$ cat src/rtl/alu_pkg.sv
// alu_pkg: shared datapath types and constants (divider FSM states, NZCV flag indices, divide step count)
package alu_pkg;

   typedef enum logic [1:0] {
      IDLE,
      CALC,
      FIX,
      DONE
   } div_state_t;

   // Bit positions inside a {N, Z, C, V} flag nibble
   localparam int FLAG_N = 3;
   localparam int FLAG_Z = 2;
   localparam int FLAG_C = 1;
   localparam int FLAG_V = 0;

   localparam int DIV_STEPS = 32;

endpackage

$ cat src/rtl/div_step.sv
// div_step: one combinational restoring-division iteration on {rem, quo}
module div_step (
   input  logic [31:0] i_rem,
   input  logic [31:0] i_quo,
   input  logic [31:0] i_div,
   output logic [31:0] o_rem,
   output logic [31:0] o_quo
);

   logic [32:0] w_shift;
   logic [32:0] w_trial;

   // rem < divisor always holds, so the 33-bit trial difference cannot wrap and bit 32 is its sign
   always_comb begin
      w_shift = {i_rem, i_quo[31]};
      w_trial = w_shift - {1'b0, i_div};
      o_rem   = w_trial[32] ? w_shift[31:0] : w_trial[31:0];
      o_quo   = {i_quo[30:0], ~w_trial[32]};
   end

endmodule

$ cat src/rtl/div_unit.sv
// div_unit: iterative 32-bit restoring divider with NZCV flags; `DIV_SIGNED_EN enables SDIV support
module div_unit
   import alu_pkg::*;
(
   input  logic        clk,
   input  logic        reset,
   input  logic        start,
   input  logic        is_signed,
   input  logic [31:0] a,
   input  logic [31:0] b,
   output logic        busy,
   output logic        done,
   output logic [31:0] Quotient,
   output logic [31:0] Remainder,
   output logic [3:0]  DivFlags,
   output logic        DivZero
);

   div_state_t  r_state;
   logic [4:0]  r_cnt;
   logic [31:0] r_rem;
   logic [31:0] r_quo;
   logic [31:0] r_div;
   logic        r_neg_q;
   logic        r_neg_r;
   logic        r_ovf;

   logic [31:0] w_a_mag;
   logic [31:0] w_b_mag;
   logic [31:0] w_quo_fix;
   logic [31:0] w_rem_fix;
   logic [31:0] w_rem_nx;
   logic [31:0] w_quo_nx;
   logic        w_neg_q;
   logic        w_neg_r;
   logic        w_ovf;
   logic [3:0]  w_flags;

`ifdef DIV_SIGNED_EN
   // Signed operation divides magnitudes and restores the signs in FIX
   assign w_a_mag   = (is_signed && a[31]) ? -a : a;
   assign w_b_mag   = (is_signed && b[31]) ? -b : b;
   assign w_neg_q   = is_signed && (a[31] ^ b[31]);
   assign w_neg_r   = is_signed && a[31];
   assign w_ovf     = is_signed && (a == 32'h8000_0000) && (b == 32'hFFFF_FFFF);
   assign w_quo_fix = r_neg_q ? -r_quo : r_quo;
   assign w_rem_fix = r_neg_r ? -r_rem : r_rem;
`else
   logic w_unused;
   assign w_unused  = is_signed;
   assign w_a_mag   = a;
   assign w_b_mag   = b;
   assign w_neg_q   = 1'b0;
   assign w_neg_r   = 1'b0;
   assign w_ovf     = 1'b0;
   assign w_quo_fix = r_quo;
   assign w_rem_fix = r_rem;
`endif

   div_step u_step (
      .i_rem (r_rem),
      .i_quo (r_quo),
      .i_div (r_div),
      .o_rem (w_rem_nx),
      .o_quo (w_quo_nx)
   );

   // Flags of the final (sign-corrected) quotient
   always_comb begin
      w_flags         = '0;
      w_flags[FLAG_N] = w_quo_fix[31];
      w_flags[FLAG_Z] = (w_quo_fix == '0);
      w_flags[FLAG_C] = 1'b0;
      w_flags[FLAG_V] = r_ovf;
   end

   // Control FSM with registered busy/done; results are written only on entry to DONE
   always_ff @(posedge clk or negedge reset) begin
      if (!reset) begin
         r_state   <= IDLE;
         r_cnt     <= '0;
         r_rem     <= '0;
         r_quo     <= '0;
         r_div     <= '0;
         r_neg_q   <= 1'b0;
         r_neg_r   <= 1'b0;
         r_ovf     <= 1'b0;
         busy      <= 1'b0;
         done      <= 1'b0;
         Quotient  <= '0;
         Remainder <= '0;
         DivFlags  <= '0;
         DivZero   <= 1'b0;
      end else begin
         done <= 1'b0;
         unique case (r_state)
            IDLE, DONE: begin
               if (start && b == '0) begin
                  r_state   <= DONE;
                  done      <= 1'b1;
                  Quotient  <= '0;
                  Remainder <= a;
                  DivFlags  <= 4'b0100;
                  DivZero   <= 1'b1;
               end else if (start) begin
                  r_state <= CALC;
                  busy    <= 1'b1;
                  r_rem   <= '0;
                  r_quo   <= w_a_mag;
                  r_div   <= w_b_mag;
                  r_neg_q <= w_neg_q;
                  r_neg_r <= w_neg_r;
                  r_ovf   <= w_ovf;
                  r_cnt   <= 5'(DIV_STEPS - 1);
               end else begin
                  r_state <= IDLE;
               end
            end
            CALC: begin
               r_rem <= w_rem_nx;
               r_quo <= w_quo_nx;
               r_cnt <= r_cnt - 5'd1;
               if (r_cnt == '0) r_state <= FIX;
            end
            FIX: begin
               r_state   <= DONE;
               busy      <= 1'b0;
               done      <= 1'b1;
               Quotient  <= w_quo_fix;
               Remainder <= w_rem_fix;
               DivFlags  <= w_flags;
               DivZero   <= 1'b0;
            end
         endcase
      end
   end

endmodule

$ cat config.mk
export PLATFORM = sky130hd
export DESIGN_NAME = div_unit
export DESIGN_NICKNAME = d
export VERILOG_FILES = /design/src/rtl/alu_pkg.sv /design/src/rtl/div_step.sv /design/src/rtl/div_unit.sv
export SDC_FILE = /design/constraint.sdc
export NUM_CORES = 1
export LEC_CHECK = 0
export CORE_AREA = 2 2 162 116
export DETAILED_ROUTE_END_ITERATION = 8
export DIE_AREA = 0 0 164 118
export PLACE_DENSITY = 0.8
export SLEW_MARGIN = 20
export SYNTH_ARGS = -nofsm -noshare
export SYNTH_HDL_FRONTEND = slang
export SYNTH_SLANG_ARGS = --single-unit
$ cat constraint.sdc
create_clock -name clk -period 5.6 [get_ports clk]
set_input_delay 1.68 -clock clk [delete_from_list [all_inputs] [get_ports clk]]
set_output_delay 1.68 -clock clk [all_outputs]
set_load 0.1 [all_outputs]
==> metrics.yaml <==
global_route:
  gr-total-overflow: 0
  grt_usage: 0.254
  grt_antenna_before_repair: 0
  grt_max_degree: 103
  grt_pass1_vias: 7327
  grt_pass1_wl_mm: 38.7
sta:
  whs_ns: 0.467
  setup_viol: 0
  slew-limit-headroom: 0.303
  rsz0062_at_grt: "false"
  fmax_ghz: 0.240
  hold_violations: 0
  min_period_over_period: 0.743
  finalMaxSlewViolations: 0
  min_period_ns: 4.16
  tightest_slew_ns: 1.04
  timing.final.ws_setup_ns: 1.44
  setup_tns_ns: 0
  skew_ns: 0.00960
worst_setup_path:
  ff2ff_setup_slack_ns: 1.61
  endpoint_kind: "flop"
  cp-start-kind: "input pin"
  regToRegEndpoint: "r_rem[15]$_DFFE_PN0P_"
  rr_startpoint: "r_quo[31]$_DFFE_PN0P_"
  cp.arrival_ns: 4.53
  path_class: "input pin to flop"
  r2r_cells: 13
  path_max_fanout: 18
  required_ns: 5.97
yosys:
  ys_types: 65
  synthCells: 1035
  synth-main-ff-cell: "dfrtp_1"
  ys_ff_latch: 171
  synth_warnings: 0
  yosys.area.top_type: "dfrtp_1"
  synth_area_um2: 9630
  ys_seq_area_frac: 0.445
  ys_async_sr_fraction: 1.00
  synth.top_cell.area_share: 0.445
  yosysMostFrequentCell: "nand2_1"
  synth_area_leaders: "dfrtp_1 44%, mux2i_1 9.4%, nand2_1 7.4%"
  syn_avg_cell_area_um2: 9.30
  ys_top_cells_by_count: "191 x nand2_1, 171 x dfrtp_1, 98 x o21ai_0, 90 x mux2i_1"
  synth_edf_count: 0
final_layout:
  fin_area_um2: 11700
  fill_cells: 1439
  nets: 1244
  drive_above_1_share: 0.0782
  diodes: 0
  multiInputGateArea_um2: 4900
  regArea_um2: 4280
  syn2layout_area_growth_pct: 21.1
  instances_no_fill: 1387
power_and_ir_drop:
  switching_power_w: 0.00368
  p_per_area_nw_per_um2: 614
  vdd_drop_max_mv: 0.454
  clockPowerShare: 0.155
  p_int_w: 0.00348
  leakage_nw: 5.28
  swShare: 0.514
  power.share.sequential: 0.283
  p_comb_frac: 0.562
clock_network:
  numCtsBuffers: 17
  post_cts_buffers: 0
  cts_sinks: 171
  cts_resized: 0
  cts_buffer_depth: 2
  cts-htree-levels: 4
  holdBufCountCts: 0
  insertion_delay_ns: 0.43
  cts_tree: "built"
  clkTransAtPathRegs_ns: 0.07
  cts_root_buf: "clkbuf_16"
min_path:
  hold_path_depth: 2
  hp-class: "flop to flop"
  holdPathEnd: "Quotient[4]$_DFFE_PN0P_"
  hp-start: "Quotient[4]$_DFFE_PN0P_"
detailed_routing:
  via_count: 7955
  wl_mm: 24.0
  avgViaCountPerCell: 5.74
  postRouteAntennaNets: 0
  first_iter_violations: 845
  wl_per_cell_um: 17.3
  drc: 0
  dr.pass1.iters: 5
place:
  pre_cts_slack_ns: 1.05
  place_hpwl_mm: 17.7
  dp_cells: 1356
  place.gp.congestion: 0.918
  port_buffers: 135
  dpl_cell_area_um2: 11100
run_status:
  status: "finished clean"
floorplan:
  start_util: 0.541
  die_h_um: 118
  die_area_um2: 19400
  die_width_um: 164
  row_count: 41
  coreArea_um2: 17800
  io-pin-count: 139
flow_run:
  cap_violations: 0
## layer usage
metal  track usage  vias up  share of wire
met1         0.409     3816           0.50
met3        0.0500       18          0.075
met2         0.350      278           0.42
li1              -     3843              -
met4        0.0543        0         0.0087
met5             0        -              0
## power groups by stage
stage / registers [W] / clock network, W / logic, W
after floorplan: 0.00317 / 0 / 0.00190
after global placement: 0.00202 / 0 / 0.00393
after detailed placement: 0.00204 / 0 / 0.00400
after CTS: 0.00202 / 0.00112 / 0.00402
after global routing: 0.00208 / 0.00118 / 0.00433
final: 0.00203 / 0.00111 / 0.00402
## cell type report
class                           count  area share
Clock inverter                     13     0.00923
Clock buffer                       18      0.0377
Tap cell                          236      0.0253
Sequential cell                   171       0.367
Timing Repair Buffer              147       0.125
Multi-Input combinational cell    754       0.420
Inverter                           48      0.0155
## worst max-delay path: stages
cell	delay, ns
clkdlybuf4s50_1	0.43
nor4_1	0.33
nand4_1	0.35
nor3_1	0.56
nand2b_1	0.63
buf_4	0.33
nand3_1	0.11
nand2_1	0.10
## sequential cells by signal, summed over array words and instances (netlist names), 2 cells and up
name / count
DivFlags: 2
r_state: 2
Quotient: 31
r_div: 32
Remainder: 32
r_quo: 32
r_cnt: 5
r_rem: 32
## through the flow
step | power [W] | util
after floorplan | 0.00507 | -
final | 0.00716 | 0.655
after detailed placement | 0.00604 | 0.624
after global placement | 0.00595 | 0.624
after CTS | 0.00717 | 0.655
after global routing | 0.00759 | 0.655
## placed cells by master, fill, tap and decap left out, types with 10 or more instances in the layout
| cell | synthesis | routed |
|---|---|---|
| ha_1 | 36 | 34 |
| a21oi_1 | 48 | 47 |
| nor2_1 | 34 | 34 |
| inv_1 | 48 | 48 |
| mux2_2 | 33 | 33 |
| xnor2_1 | 16 | 16 |
| nor3_1 | 10 | 10 |
| buf_4 | 7 | 11 |
| mux2i_1 | 90 | 90 |
| o21ai_0 | 98 | 98 |
| a21o_1 | 16 | 16 |
| dfrtp_1 | 171 | 171 |
| nand3_1 | 42 | 42 |
| nor4_1 | 18 | 18 |
| o211ai_1 | 11 | 11 |
| clkdlybuf4s50_1 | 0 | 134 |
| nand2_1 | 191 | 191 |
| clkbuf_16 | 0 | 17 |
## logic make-up after synthesis
family          Yosys count  synth area share
compound gates          228             0.143
xor+xnor                 24            0.0218
fa+ha+maj                37            0.0489
buf+inv                 111            0.0495
flops                   171             0.445
mux                     123             0.132
other cells               1          0.000390
simple gates            340             0.160
## worst max path at each step
stage                     startpoint                       end  slack, ns  cells past startpoint
after floorplan                b[24]     r_rem[10]$_DFFE_PN0P_       2.11                     10
after global placement         b[16]   Quotient[9]$_DFFE_PN0P_       1.08                      8
after detailed placement        b[9]   Quotient[8]$_DFFE_PN0P_       1.05                      8
after CTS                      b[16]   Quotient[0]$_DFFE_PN0P_       1.49                      8
after global routing           b[16]  Quotient[10]$_DFFE_PN0P_       1.25                      8
final                           b[9]   Quotient[0]$_DFFE_PN0P_       1.44                      8
Power figures use the tool's default switching activity.
